==> src/rtl/instruction_load_controller_pkg.sv <==
// Shared types and constants for the instruction load controller.
// Latency: n/a (declarations only).
// Backpressure: n/a.
package instruction_load_controller_pkg;

  typedef enum logic [1:0] {
    ST_RUN     = 2'd0,
    ST_COLLECT = 2'd1,
    ST_WRITE   = 2'd2,
    ST_DONE    = 2'd3
  } state_t;

  localparam int BYTES_PER_WORD = 4;
  localparam int DEFAULT_ADDR_W = 16;

endpackage

==> src/rtl/instruction_load_controller_if.sv <==
// Bundle of fetch, byte-loader and memory-port signals around the controller.
// Latency: n/a (wiring only).
// Backpressure: byte stream uses byte_valid/byte_ready; fetch uses fetch_stall.
interface instruction_load_controller_if
  import instruction_load_controller_pkg::*;
#(
  parameter int ADDR_W = DEFAULT_ADDR_W
);
  logic              fetch_req;
  logic [ADDR_W-1:0] fetch_addr;
  logic              fetch_stall;
  logic              fetch_valid;
  logic [31:0]       fetch_data;
  logic              load_start;
  logic [ADDR_W-1:0] load_count;
  logic              byte_valid;
  logic [7:0]        byte_data;
  logic              byte_ready;
  logic              load_busy;
  logic              load_done;
  logic              load_error;
  logic              mem_write_enable;
  logic [ADDR_W-1:0] mem_address;
  logic [31:0]       mem_write_data;
  logic [31:0]       mem_read_data;

  // Controller side: owns the memory port, serves fetch and loader.
  modport slave (
    input  fetch_req, fetch_addr, load_start, load_count, byte_valid, byte_data, mem_read_data,
    output fetch_stall, fetch_valid, fetch_data, byte_ready, load_busy, load_done, load_error,
           mem_write_enable, mem_address, mem_write_data
  );

  // Environment side: fetch stage, host-link receiver and the memory itself.
  modport master (
    output fetch_req, fetch_addr, load_start, load_count, byte_valid, byte_data, mem_read_data,
    input  fetch_stall, fetch_valid, fetch_data, byte_ready, load_busy, load_done, load_error,
           mem_write_enable, mem_address, mem_write_data
  );
endinterface

==> src/rtl/instruction_load_controller_word_assembler.sv <==
// Packs a byte stream big-endian into 32-bit words (first byte ends up in [31:24]).
// Latency: word register updated on the accepting edge; word_complete flags the 4th byte combinationally.
// Backpressure: none internally; caller only presents i_byte_vld when it can take the byte.
module instruction_load_controller_word_assembler
  import instruction_load_controller_pkg::*;
(
  input  logic        i_clk,
  input  logic        i_rst_n,
  input  logic        i_clear,
  input  logic        i_byte_vld,
  input  logic [7:0]  i_byte_dat,
  output logic [31:0] o_word,
  output logic        o_word_complete
);

  logic [1:0]  r_count;
  logic [31:0] r_word;

  // Shift each accepted byte in at the bottom; the counter wraps to 0 after a full word.
  always_ff @(posedge i_clk or negedge i_rst_n) begin
    if (!i_rst_n) begin
      r_count <= '0;
      r_word  <= '0;
    end else if (i_clear) begin
      r_count <= '0;
    end else if (i_byte_vld) begin
      r_word  <= {r_word[23:0], i_byte_dat};
      r_count <= r_count + 2'd1;
    end
  end

  assign o_word          = r_word;
  assign o_word_complete = i_byte_vld && (r_count == 2'(BYTES_PER_WORD - 1));

endmodule

==> src/rtl/instruction_load_controller.sv <==
// Arbitrates the single instruction-memory port between CPU fetch and a byte-stream program loader.
// Latency: fetch data valid 1 cycle after acceptance; 5 cycles per loaded word (4 bytes + 1 write).
// Backpressure: fetch stalled while loading or on load_start; bytes accepted only while collecting.
module instruction_load_controller
  import instruction_load_controller_pkg::*;
#(
  parameter int          ADDR_W   = DEFAULT_ADDR_W,
  parameter int unsigned MEM_SIZE = 20000
)
(
  input  logic i_clk,
  input  logic i_rst_n,
  instruction_load_controller_if.slave bus
);

  state_t            r_state;
  logic [ADDR_W-1:0] r_waddr;
  logic [ADDR_W-1:0] r_load_count;
  logic              r_fetch_valid;
  logic              r_load_error;

  logic              w_run;
  logic              w_write;
  logic              w_start;
  logic              w_byte_ready;
  logic              w_byte_hs;
  logic              w_word_complete;
  logic              w_in_range;
  logic [31:0]       w_word;
  logic [ADDR_W-1:0] w_waddr_next;

  assign w_run        = (r_state == ST_RUN);
  assign w_write      = (r_state == ST_WRITE);
  assign w_start      = w_run && bus.load_start;
  assign w_byte_ready = (r_state == ST_COLLECT);
  assign w_byte_hs    = bus.byte_valid && w_byte_ready;
  assign w_in_range   = (32'(r_waddr) < MEM_SIZE);
  assign w_waddr_next = r_waddr + ADDR_W'(1);

  instruction_load_controller_word_assembler u_word_assembler (
    .i_clk           (i_clk),
    .i_rst_n         (i_rst_n),
    .i_clear         (w_start),
    .i_byte_vld      (w_byte_hs),
    .i_byte_dat      (bus.byte_data),
    .o_word          (w_word),
    .o_word_complete (w_word_complete)
  );

  // Load sequencer, write address counter, sticky overflow flag and fetch-valid pipeline.
  always_ff @(posedge i_clk or negedge i_rst_n) begin
    if (!i_rst_n) begin
      r_state       <= ST_RUN;
      r_waddr       <= '0;
      r_load_count  <= '0;
      r_load_error  <= 1'b0;
      r_fetch_valid <= 1'b0;
    end else begin
      r_fetch_valid <= w_run && bus.fetch_req && !bus.load_start;
      case (r_state)
        ST_RUN: begin
          if (bus.load_start) begin
            r_waddr      <= '0;
            r_load_count <= bus.load_count;
            r_load_error <= 1'b0;
            r_state      <= (bus.load_count != '0) ? ST_COLLECT : ST_DONE;
          end
        end
        ST_COLLECT: begin
          if (w_word_complete) r_state <= ST_WRITE;
        end
        ST_WRITE: begin
          // Words past the end of memory are dropped but still counted toward load_count.
          if (!w_in_range) r_load_error <= 1'b1;
          r_waddr <= w_waddr_next;
          r_state <= (w_waddr_next == r_load_count) ? ST_DONE : ST_COLLECT;
        end
        ST_DONE: r_state <= ST_RUN;
        default: r_state <= ST_RUN;
      endcase
    end
  end

  assign bus.load_busy        = !w_run;
  assign bus.load_done        = (r_state == ST_DONE);
  assign bus.load_error       = r_load_error;
  assign bus.byte_ready       = w_byte_ready;
  assign bus.fetch_stall      = !w_run || bus.load_start;
  assign bus.fetch_valid      = r_fetch_valid;
  assign bus.fetch_data       = bus.mem_read_data;
  assign bus.mem_address      = w_write ? r_waddr : bus.fetch_addr;
  assign bus.mem_write_data   = w_word;
  assign bus.mem_write_enable = w_write && w_in_range;

endmodule

==> src/flat_wrapper.sv <==
// flat-port wrapper written by rule: the top's interface ports become plain ports
module instruction_load_controller_flat import instruction_load_controller_pkg::*;
#(
  parameter int          ADDR_W   = DEFAULT_ADDR_W,
  parameter int unsigned MEM_SIZE = 20000
)
  (i_clk, i_rst_n, bus_fetch_req, bus_fetch_addr, bus_load_start, bus_load_count, bus_byte_valid, bus_byte_data, bus_mem_read_data, bus_fetch_stall, bus_fetch_valid, bus_fetch_data, bus_byte_ready, bus_load_busy, bus_load_done, bus_load_error, bus_mem_write_enable, bus_mem_address, bus_mem_write_data);
  instruction_load_controller_if #(.ADDR_W(ADDR_W)) bus_i ();
  input  logic i_clk;
  input  logic i_rst_n;
  input wire logic [$bits(bus_i.fetch_req)-1:0] bus_fetch_req;
  input wire logic [$bits(bus_i.fetch_addr)-1:0] bus_fetch_addr;
  input wire logic [$bits(bus_i.load_start)-1:0] bus_load_start;
  input wire logic [$bits(bus_i.load_count)-1:0] bus_load_count;
  input wire logic [$bits(bus_i.byte_valid)-1:0] bus_byte_valid;
  input wire logic [$bits(bus_i.byte_data)-1:0] bus_byte_data;
  input wire logic [$bits(bus_i.mem_read_data)-1:0] bus_mem_read_data;
  output wire logic [$bits(bus_i.fetch_stall)-1:0] bus_fetch_stall;
  output wire logic [$bits(bus_i.fetch_valid)-1:0] bus_fetch_valid;
  output wire logic [$bits(bus_i.fetch_data)-1:0] bus_fetch_data;
  output wire logic [$bits(bus_i.byte_ready)-1:0] bus_byte_ready;
  output wire logic [$bits(bus_i.load_busy)-1:0] bus_load_busy;
  output wire logic [$bits(bus_i.load_done)-1:0] bus_load_done;
  output wire logic [$bits(bus_i.load_error)-1:0] bus_load_error;
  output wire logic [$bits(bus_i.mem_write_enable)-1:0] bus_mem_write_enable;
  output wire logic [$bits(bus_i.mem_address)-1:0] bus_mem_address;
  output wire logic [$bits(bus_i.mem_write_data)-1:0] bus_mem_write_data;
  assign bus_i.fetch_req = bus_fetch_req;
  assign bus_i.fetch_addr = bus_fetch_addr;
  assign bus_i.load_start = bus_load_start;
  assign bus_i.load_count = bus_load_count;
  assign bus_i.byte_valid = bus_byte_valid;
  assign bus_i.byte_data = bus_byte_data;
  assign bus_i.mem_read_data = bus_mem_read_data;
  assign bus_fetch_stall = bus_i.fetch_stall;
  assign bus_fetch_valid = bus_i.fetch_valid;
  assign bus_fetch_data = bus_i.fetch_data;
  assign bus_byte_ready = bus_i.byte_ready;
  assign bus_load_busy = bus_i.load_busy;
  assign bus_load_done = bus_i.load_done;
  assign bus_load_error = bus_i.load_error;
  assign bus_mem_write_enable = bus_i.mem_write_enable;
  assign bus_mem_address = bus_i.mem_address;
  assign bus_mem_write_data = bus_i.mem_write_data;
  instruction_load_controller #(.ADDR_W(ADDR_W), .MEM_SIZE(MEM_SIZE)) u_core (.i_clk(i_clk), .i_rst_n(i_rst_n), .bus(bus_i));
endmodule
==> config.mk <==
export PLATFORM = sky130hd
export DESIGN_NAME = instruction_load_controller_flat
export DESIGN_NICKNAME = d
export VERILOG_FILES = /design/src/rtl/instruction_load_controller_pkg.sv /design/src/rtl/instruction_load_controller_if.sv /design/src/rtl/instruction_load_controller_word_assembler.sv /design/src/rtl/instruction_load_controller.sv /design/src/flat_wrapper.sv
export SDC_FILE = /design/constraint.sdc
export NUM_CORES = 1
export LEC_CHECK = 0
export BUFFER_PORTS_ARGS = -buffer_cell sky130_fd_sc_hd__buf_2
export CORE_ASPECT_RATIO = 0.8
export CORE_MARGIN = 2
export CORE_UTILIZATION = 48
export CTS_CLUSTER_SIZE = 24
export DETAILED_ROUTE_END_ITERATION = 6
export GPL_TIMING_DRIVEN = 0
export PLACE_DENSITY = 0.82
export SLEW_MARGIN = 0
export SYNTH_ARGS = -nofsm -noshare
export SYNTH_HDL_FRONTEND = slang
export SYNTH_SLANG_ARGS = --single-unit
==> constraint.sdc <==
create_clock -name i_clk -period 2.5 [get_ports i_clk]
set_input_delay 0 -clock i_clk [delete_from_list [all_inputs] [get_ports i_clk]]
set_output_delay 0 -clock i_clk [all_outputs]
set_load 0.03 [all_outputs]
==> flow_metrics.tcl, run 1 <==
set metrics [dict create \
    clock-sinks 70 \
    final_nets 635 \
    synth_edf_count 0 \
    wl_per_cell_um 14.9 \
    status "finished, final reports clean" \
    route.detailed.drc 0 \
    p_per_area_nw_per_um2 1020 \
    synth_commonest_cells "dfrtp_1, nand2_1, mux2_2" \
    setup_violations 0 \
    drt_first_iter_violations 213 \
    crit_path_start_kind "flop" \
    r2r_start "u_core.r_waddr[1]$_DFFE_PN0P_" \
    grt_usage 0.229 \
    syn_to_final_growth_pct 33.9 \
    fin_crit_sh 0.924 \
    hold_path_end "bus_fetch_data[24]" \
    ys_async_sr_fraction 1.00 \
    dr_total_vias 3474 \
    rr_worst_depth 7 \
    fp.coreArea_um2 7870 \
    p_seq_frac 0.364 \
    p_leak_nw 2.52 \
    clock_power_share 0.197 \
    wl_mm 9.99 \
    max_slew_margin 0.412 \
    hpwl_mm 7.34 \
    clk_path_buf_depth 2 \
    fill_cells 630 \
    drt_first_pass_iters 4 \
    num_rows 29 \
    path_delay_family "simple AND/OR/NAND/NOR gates" \
    skew_ns 0.00594 \
    worstSetupPathType "flop to flop" \
    syn-num-nets 465 \
    synth_most_common_cell "dfrtp_1" \
    path_buf_inv 0 \
    finalHoldViolations 0 \
    clk_latency_ns 0.35 \
    ys_seq_elements 70 \
    postCtsSetupRepairBufs 0 \
    drv_slew 0 \
    cts_root_buffer "clkbuf_8" \
    cp_data_required_time_ns 2.74 \
    die_x_um 104 \
    power_switching_w 0.00218 \
    ir_worst_vdd_mv 0.962 \
    slowest_stage "or3_2" \
    cts.clk_slew.worst_paths_ns 0.08 \
    drv_cap 0 \
    die_area_um2 8810 \
    die_height_um 84.4 \
    avgSynthCellArea_um2 10.0 \
    max_freq_mhz 433 \
    fin_util 0.659 \
    layout-drive-gt1-share 0.444 \
    yosysWarningCount 0 \
    comb_power_share 0.438 \
    syn_inst 386 \
    synthDistinctLibCells 45 \
    r2r_end "u_core.r_state[1]$_DFFE_PN0P_" \
    cpPeakStageDelay_ns 0.48 \
    gp_congestion 0.920 \
    synth_top_area_frac 0.452 \
    grt_antenna_before_repair 0 \
    cp-end-kind "flop" \
    yosysSeqAreaShare 0.452 \
    rsz0062_at_grt "false" \
    htree_levels 3 \
    ys_top_cells_by_area "dfrtp_1, mux2_2, buf_4" \
    worst_pin_slew_ns 0.881 \
    arrival_ns 2.55 \
    ioPinCount 164 \
    via_per_inst 5.19 \
    period_needed_ns 2.31 \
    hp-start "bus_mem_read_data[24]" \
    cts_inserted_buffers 9 \
    grt_overflow 0 \
    io_buffers 131 \
    power.internal_w 0.00310 \
    grt_pass1_wl_mm 16.1 \
    grt_max_degree 71 \
    synth_top_cell_by_area "dfrtp_1" \
    ant_nets 0 \
    hold_class "input port to primary output" \
    swShare 0.413 \
    hold_depth 2 \
    crit_path_max_fanout 7 \
    initial_core_util 0.492 \
    netlist_area_um2 3870 \
    n_antenna_cell 0 \
    path_cells "ha_2 > nand3_4 > or3_2 > xnor2_1 > nor4_1 > nand4_1 > o41ai_2" \
    rrSetupSlack_ns 0.19 \
    ys.flop_type "dfrtp_1" \
    cts_tree "built" \
    first_global_vias 3425 \
    setup_tns_ns 0 \
]
layer usage:
metal  track usage  share of wire
met4        0.0713          0.020
met2         0.393           0.49
met5             0              0
met3        0.0877          0.099
met1         0.266           0.39
worst max path at each step:
stage	startpoint	end	depth (start not counted)	slack, ns
CTS	u_core.r_waddr[0]$_DFFE_PN0P_	u_core.r_state[1]$_DFFE_PN0P_	7	0.02
detailed placement	u_core.r_waddr[0]$_DFFE_PN0P_	u_core.r_state[1]$_DFFE_PN0P_	7	0.07
global route	u_core.r_state[0]$_DFFE_PN0P_	bus_mem_address[10]	6	0.003
finish	u_core.r_waddr[1]$_DFFE_PN0P_	u_core.r_state[1]$_DFFE_PN0P_	7	0.19
floorplan	u_core.r_waddr[0]$_DFFE_PN0P_	u_core.r_state[1]$_DFFE_PN0P_	7	0.38
global placement	u_core.r_waddr[0]$_DFFE_PN0P_	u_core.r_state[1]$_DFFE_PN0P_	7	0.06
logic make-up after synthesis:
family                   after synthesis  synth area share
multiplexers                          51             0.149
buffers and inverters                 62            0.0946
flip-flops                            70             0.452
adder cells (fa/ha/maj)                2           0.00646
XOR/XNOR                              24            0.0543
AND/OR/NAND/NOR                      128             0.167
AO/OA/AOI/OAI                         49            0.0762
power groups by stage:
stage	Clock (W)	Combinational [W]	Sequential, W
after global placement	0	0.00220	0.00190
after global routing	0.00111	0.00247	0.00199
after CTS	0.00107	0.00232	0.00192
final	0.00104	0.00232	0.00193
after detailed placement	0	0.00227	0.00195
after floorplan	0	0.00112	0.00240
worst reg2reg max path, cell delays in order, from the launching register on:
cell and delay [ns]:
dfrtp_1 0.46, ha_2 0.31, nand3_4 0.16, or3_2 0.48
xnor2_1 0.16, nor4_1 0.28, nand4_1 0.14, o41ai_2 0.23
registers in the layout (all words and copies together) (netlist names):
signal                           cells
u_core.r_state                       2
u_core.u_word_assembler.o_word      32
u_core.r_waddr                      16
u_core.bus.load_error                1
u_core.r_load_count                 16
u_core.bus.fetch_valid               1
u_core.u_word_assembler.r_count      2
cell type report:
type	instances	area (um^2)	area share
buffer	55	340	0.0656
inverter	7	26.3	0.00507
tap	108	135	0.0261
sequential	70	1750	0.338
timing repair buffer	159	938	0.181
clock inverter	7	104	0.0200
clock buffer	9	124	0.0239
multi-input combinational	254	1770	0.340
repair_timing:
item / 4_1_cts / 5_1_grt
hold buffers: 28 / 0
setup endpoints to repair: 0 / 1
resized for setup: 0 / 3
endpoints found under the hold margin: 97 / 0
through the flow:
step | instances | cell area (um^2) | total power, W | hold WS [ns] | worst slack, ns
after floorplan | 386 | 3870 | 0.00353 | -0.296 | 0.376
after global placement | 625 | 4660 | 0.00409 | 0.213 | 0.0564
after detailed placement | 625 | 4670 | 0.00422 | 0.173 | 0.0703
after CTS | 669 | 5170 | 0.00531 | 0.218 | 0.0209
after global routing | 669 | 5190 | 0.00557 | 0.253 | 0.00311
final | 669 | 5190 | 0.00529 | 0.250 | 0.190
cell usage in the layout (no fill, tap or decap), types with 2 or more instances in the layout:
| cell | count |
|---|---|
| a21oi_1 | 8 |
| a31oi_1 | 2 |
| and3_1 | 2 |
| and4_1 | 2 |
| buf_1 | 3 |
| buf_2 | 137 |
| buf_4 | 34 |
| bufinv_16 | 2 |
| clkbuf_1 | 11 |
| clkbuf_8 | 9 |
| clkinv_4 | 2 |
| dfrtp_1 | 69 |
| dlygate4sd3_1 | 28 |
| inv_1 | 7 |
| inv_6 | 3 |
| mux2_2 | 48 |
| nand2_1 | 65 |
| nand2b_1 | 2 |
| nand3_1 | 11 |
| nand4_1 | 4 |
| nor2_1 | 15 |
| nor2b_1 | 2 |
| nor3_1 | 5 |
| nor3b_1 | 2 |
| nor4_1 | 6 |
| nor4_4 | 2 |
| o21ai_0 | 24 |
| o22ai_1 | 5 |
| o31ai_1 | 4 |
| o32a_1 | 2 |
| or3_1 | 2 |
| xnor2_1 | 14 |
| xor2_1 | 10 |
Note: power is estimated with default switching activity, not from simulation.
==> run 2, diff against run 1 <==
--- a/config.mk
+++ b/config.mk
@@ -5,6 +5,7 @@
 export SDC_FILE = /design/constraint.sdc
 export NUM_CORES = 1
 export LEC_CHECK = 0
+export ABC_AREA = 1
 export BUFFER_PORTS_ARGS = -buffer_cell sky130_fd_sc_hd__buf_2
 export CORE_ASPECT_RATIO = 0.8
 export CORE_MARGIN = 2
==> flow_metrics.tcl, run 2 <==
set metrics [dict create \
    drt_first_pass_iters 4 \
    ant_nets 0 \
    comb_power_share 0.480 \
    hpwl_mm 7.79 \
    cts.clk_slew.worst_paths_ns 0.08 \
    setup_tns_ns 0 \
    grt_usage 0.252 \
    ys_seq_elements 70 \
    gp_congestion 0.921 \
    avgSynthCellArea_um2 8.19 \
    syn_to_final_growth_pct 32.7 \
    grt_antenna_before_repair 0 \
    yosysSeqAreaShare 0.458 \
    wl_mm 10.5 \
    fill_cells 648 \
    max_freq_mhz 506 \
    max_slew_margin 0.411 \
    hold_class "input port to flop" \
    die_area_um2 8700 \
    clock-sinks 70 \
    grt_pass1_wl_mm 17.5 \
    synth_edf_count 0 \
    first_global_vias 3725 \
    synth_top_area_frac 0.458 \
    netlist_area_um2 3820 \
    grt_max_degree 71 \
    p_per_area_nw_per_um2 1040 \
    ir_worst_vdd_mv 0.964 \
    wl_per_cell_um 14.1 \
    worst_pin_slew_ns 0.883 \
    yosysWarningCount 0 \
    finalHoldViolations 0 \
    skew_ns 0.00928 \
    n_antenna_cell 0 \
    largest_register_ffs 32 \
    layout-drive-gt1-share 0.343 \
    multiInputGateArea_um2 1620 \
    ioPinCount 164 \
    cp_data_required_time_ns 2.78 \
    wl_met1_mm 4.43 \
    swShare 0.465 \
    top_layer "met4" \
    crit_path_start_kind "flop" \
    hold_buffers 28 \
    cts_tree "built" \
    final_nets 716 \
    fp.coreArea_um2 7840 \
    syn_inst 467 \
    placed_area_um2 4620 \
    syn-num-nets 546 \
    clock_power_share 0.158 \
    fin_crit_sh 0.790 \
    die_height_um 83.8 \
    layout_commonest_cell "nand2_1" \
    wl_met3_um 955 \
    p_leak_nw 2.64 \
    die_x_um 104 \
    io_buffers 131 \
    setup_violations 0 \
    worstSetupPathType "flop to flop" \
    power_switching_w 0.00244 \
    crit_path_max_fanout 8 \
    fin_util 0.647 \
    cts_root_buffer "clkbuf_8" \
    via_per_inst 5.05 \
    htree_levels 3 \
    final-seq-area_um2 1750 \
    synth_most_common_cell "nand2_1" \
    clk_path_buf_depth 2 \
    p_seq_frac 0.362 \
    grt_overflow 0 \
    arrival_ns 2.25 \
    cp-end-kind "flop" \
    synth_top_cell_by_area "dfrtp_1" \
    cts_inserted_buffers 9 \
    initial_core_util 0.488 \
    synthDistinctLibCells 29 \
    ys_async_sr_fraction 1.00 \
    rsz0062_at_grt "false" \
    ys.flop_type "dfrtp_1" \
    postCtsResizedCells 0 \
    synth_commonest_cells "nand2_1, dfrtp_1, inv_1" \
    status "finished, final reports clean" \
    power.internal_w 0.00281 \
    drt_first_iter_violations 191 \
    num_rows 29 \
    wl_met2_mm 4.95 \
    period_needed_ns 1.98 \
    drv_slew 0 \
    ys_top_cells_by_area "dfrtp_1, nand2_1, mux2_2" \
    route.detailed.drc 0 \
    postCtsSetupRepairBufs 0 \
    drv_cap 0 \
    layout_common_cells "nand2_1, buf_2, dfrtp_1, inv_1, buf_4" \
    whs_ns 0.0882 \
    clk_latency_ns 0.35 \
    fin_area_um2 5070 \
    dr_total_vias 3784 \
]
-- run 2: cell types whose count changed after synthesis, moves of 5 or more --
cell | before | now
nand3b_1 | 0 | 7
nor2_1 | 15 | 30
o22ai_1 | 5 | 11
xnor2_1 | 14 | 0
inv_1 | 7 | 40
nand2_1 | 65 | 141
o21ai_0 | 24 | 30
nand3_1 | 11 | 28
nand4_1 | 4 | 9
mux2_2 | 48 | 26
xor2_1 | 10 | 1
-- run 2: per-stage QoR --
stage                     setup WS [ns]  cells  power (W)
after floorplan                   0.782    467    0.00362
after global placement            0.667    706    0.00430
after detailed placement          0.576    706    0.00440
after CTS                         0.552    750    0.00527
after global routing              0.343    750    0.00561
final                             0.524    750    0.00525
-- run 2: layout make-up --
| class | count | share of cell area |
|---|---|---|
| flip-flops and latches | 70 | 0.345 |
| clock inverters | 7 | 0.0106 |
| well taps | 108 | 0.0266 |
| multi-input cells | 311 | 0.319 |
| repair buffers | 159 | 0.185 |
| plain buffers | 44 | 0.0577 |
| inverters | 42 | 0.0311 |
| clock buffers | 9 | 0.0244 |
-- run 2: logic make-up (layout without fill, tap and decap cells) --
| logic type | Yosys count | after routing | synth area share |
|---|---|---|---|
| fa+ha+maj | 2 | 2 | 0.00655 |
| buf+inv | 86 | 261 | 0.118 |
| flops | 70 | 70 | 0.458 |
| simple gates | 232 | 232 | 0.266 |
| compound gates | 50 | 50 | 0.0720 |
| xor+xnor | 1 | 1 | 0.00229 |
| mux | 26 | 26 | 0.0766 |
-- run 2: metal layers --
metal,GRT usage,vias to the layer above
li1,-,1838
met5,0,-
met1,0.304,1741
met3,0.0827,24
met4,0.0737,0
met2,0.432,181
-- run 2: final timing paths --
path                                                             endpoint  slack, ns                          startpoint  depth (start not counted)
setup / recovery                            u_core.r_state[1]$_DFFE_PN0P_       0.52       u_core.r_waddr[0]$_DFFE_PN0P_                         13
hold / removal                              u_core.r_state[0]$_DFFE_PN0P_       0.09                      bus_load_start                          5
setup reg to reg                            u_core.r_state[1]$_DFFE_PN0P_       0.52       u_core.r_waddr[0]$_DFFE_PN0P_                         13
hold reg to reg                        u_core.r_load_count[9]$_DFFE_PN0P_       0.49  u_core.r_load_count[9]$_DFFE_PN0P_                          2
max in group asynchronous              u_core.r_load_count[9]$_DFFE_PN0P_       1.61                             i_rst_n                          2
min in group asynchronous  u_core.u_word_assembler.o_word[12]$_DFFE_PN0P_       0.30                             i_rst_n                          2
-- run 2: power by group through the flow --
stage | Sequential (W) | Clock, W | Combinational (W)
after floorplan | 0.00239 | 0 | 0.00123
after global placement | 0.00187 | 0 | 0.00243
after detailed placement | 0.00191 | 0 | 0.00249
after CTS | 0.00189 | 0.000848 | 0.00253
after global routing | 0.00196 | 0.000899 | 0.00275
final | 0.00190 | 0.000828 | 0.00252
-- run 2: worst max-delay path: stages (launching register included) --
cell and delay, ns:
dfrtp_1 0.45, ha_1 0.25, nand2_2 0.10, nor2_4 0.23, nand2_2 0.09, nand2_1 0.08
nand2_1 0.07, nand2_1 0.06, nand2_1 0.04, nor2_1 0.09, nand2_1 0.06, nor2_1 0.12
nand3_1 0.13, a21oi_2 0.13
==> run 3, diff against run 2 <==
==> constraint.sdc (replaced) <==
create_clock -name i_clk -period 2 [get_ports i_clk]
set_input_delay 0 -clock i_clk [delete_from_list [all_inputs] [get_ports i_clk]]
set_output_delay 0 -clock i_clk [all_outputs]
set_load 0.03 [all_outputs]
==> flow_metrics.tcl, run 3 (same netlist as run 2, synthesis figures left out) <==
set metrics [dict create \
    status "finished, final reports clean" \
    path_cells "ha_4 > nand2_2 > nor2_4 > buf_4 > nand4_1 > nand2_1 > nor2_1 > nor2_1 > nand2_1 > nor2_1 > nand3_1 > a21oi_2" \
    finalHoldViolations 0 \
    hold_class "input port to flop" \
    grt_overflow 0 \
    clk_path_buf_depth 2 \
    gp_congestion 0.921 \
    clk_latency_ns 0.35 \
    crit_path_start_kind "flop" \
    wl_per_cell_um 14.2 \
    layout_commonest_cell "nand2_1" \
    worst_pin_slew_ns 0.874 \
    hpwl_mm 7.79 \
    clock-sinks 70 \
    grt_usage 0.252 \
    largest_register_ffs 32 \
    grt_max_degree 71 \
    fp.coreArea_um2 7840 \
    die_area_um2 8700 \
    ir_worst_vdd_mv 1.20 \
    path_delay_family "simple AND/OR/NAND/NOR gates" \
    hold_path_end "u_core.r_state[0]$_DFFE_PN0P_" \
    layout-drive-gt1-share 0.351 \
    crit_top_cell "nor2_1" \
    max_slew_margin 0.418 \
    cts_root_buffer "clkbuf_8" \
    route.detailed.drc 0 \
    first_global_vias 3725 \
    cp-end-kind "flop" \
    path_buf_inv 1 \
    drt_first_pass_iters 5 \
    layout_common_cells "nand2_1, buf_2, dfrtp_1, inv_1, buf_4" \
    grt_pass1_wl_mm 17.5 \
    arrival_ns 2.20 \
    ioPinCount 164 \
    cts_inserted_buffers 9 \
    fill_cells 649 \
    cts.clk_slew.worst_paths_ns 0.08 \
    initial_core_util 0.488 \
    cpPeakStageDelay_ns 0.42 \
    setup_tns_ns 0 \
    drv_cap 0 \
    wl_mm 10.7 \
    die_height_um 83.8 \
    clock_power_share 0.156 \
    grt_antenna_before_repair 0 \
    r2r_end "u_core.r_state[1]$_DFFE_PN0P_" \
    drv_slew 0 \
    setup_violations 0 \
    syn_to_final_growth_pct 33.9 \
    fin_crit_sh 0.961 \
    n_antenna_cell 0 \
    dp.cells 706 \
    hold_depth 5 \
    rsz0062_at_grt "true" \
    skew_ns 0.0105 \
    via_per_inst 4.99 \
    crit_path_max_fanout 7 \
    dr_total_vias 3766 \
    power_switching_w 0.00308 \
    place_ws_ns 0.0759 \
    p_leak_nw 2.67 \
    period_needed_ns 1.92 \
    r2r_start "u_core.r_waddr[1]$_DFFE_PN0P_" \
    comb_power_share 0.485 \
    rr_worst_depth 12 \
    drt_first_iter_violations 250 \
    swShare 0.465 \
    cp_data_required_time_ns 2.28 \
    htree_levels 3 \
    setup_slack_ns 0.0783 \
    ant_nets 0 \
    cts_tree "built" \
    num_rows 29 \
    finalNonFillerCells 754 \
    hp-start "bus_load_start" \
    io_buffers 131 \
    slowest_stage "dfrtp_1" \
    p_seq_frac 0.359 \
    die_x_um 104 \
    power.internal_w 0.00354 \
    p_per_area_nw_per_um2 1290 \
    worstSetupPathType "flop to flop" \
    rrSetupSlack_ns 0.08 \
    final_nets 720 \
    max_freq_mhz 520 \
]
run 3: cell count changes in the layout (fill, tap and decap cells not counted), sizes merged:
cell / before / now
buf: 167 / 171
run 3: area by class of cell:
| type | count | area (um^2) | share of cell area |
|---|---|---|---|
| clock buffer | 9 | 124 | 0.0242 |
| buffer | 44 | 295 | 0.0577 |
| sequential | 70 | 1750 | 0.342 |
| tap | 108 | 135 | 0.0264 |
| timing repair buffer | 163 | 968 | 0.189 |
| clock inverter | 7 | 53.8 | 0.0105 |
| inverter | 42 | 158 | 0.0308 |
| multi-input combinational | 311 | 1630 | 0.319 |
run 3: worst reg2reg max path, stage by stage, from the launching register on:
cell and delay [ns]:
dfrtp_1 0.42, ha_4 0.17, nand2_2 0.08, nor2_4 0.25, buf_4 0.16, nand4_1 0.08, nand2_1 0.10, nor2_1 0.05
nor2_1 0.08, nand2_1 0.06, nor2_1 0.12, nand3_1 0.13, a21oi_2 0.13
run 3: what timing repair did:
item                                   4_1_cts  5_1_grt
gates resized for setup                      0        6
setup endpoints to repair                    0       13
setup buffers                                0        4
endpoints found under the hold margin       97        0
hold buffers                                28        0
run 3: how the worst max path moves through the flow:
stage / from / to / slack, ns / depth (start not counted)
floorplan: u_core.r_state[1]$_DFFE_PN0P_ / u_core.u_word_assembler.o_word[0]$_DFFE_PN0P_ / 0.28 / 4
global placement: u_core.r_waddr[0]$_DFFE_PN0P_ / u_core.r_state[1]$_DFFE_PN0P_ / 0.17 / 13
detailed placement: u_core.r_waddr[0]$_DFFE_PN0P_ / u_core.r_state[1]$_DFFE_PN0P_ / 0.08 / 13
CTS: u_core.r_waddr[0]$_DFFE_PN0P_ / u_core.r_state[1]$_DFFE_PN0P_ / 0.05 / 13
global route: u_core.r_waddr[1]$_DFFE_PN0P_ / u_core.r_state[1]$_DFFE_PN0P_ / -0.05 / 13
finish: u_core.r_waddr[1]$_DFFE_PN0P_ / u_core.r_state[1]$_DFFE_PN0P_ / 0.08 / 12
run 3: per-layer routing:
metal	up-vias	wire length, um	part of all wire	global-route usage
li1	1838	-	-	-
met1	1722	4440	0.42	0.304
met2	185	5060	0.47	0.432
met3	21	1000	0.094	0.0827
met4	0	195	0.018	0.0737
met5	-	0	0	0
run 3: through the flow:
step	total power [W]	cell area, um^2	hold WS, ns	util
final	0.00662	5120	0.0855	0.653
after global routing	0.00706	5120	0.114	0.653
after CTS	0.00659	5070	0.0725	0.647
after detailed placement	0.00550	4620	0.179	0.589
after global placement	0.00538	4610	0.211	0.589
after floorplan	0.00453	3820	-0.296	-
run 3: power groups by stage:
| stage | logic (W) | registers [W] | clock network (W) |
|---|---|---|---|
| floorplan | 0.00154 | 0.00299 | 0 |
| global placement | 0.00304 | 0.00234 | 0 |
| detailed placement | 0.00311 | 0.00239 | 0 |
| CTS | 0.00316 | 0.00236 | 0.00106 |
| global route | 0.00349 | 0.00245 | 0.00112 |
| finish | 0.00321 | 0.00238 | 0.00103 |
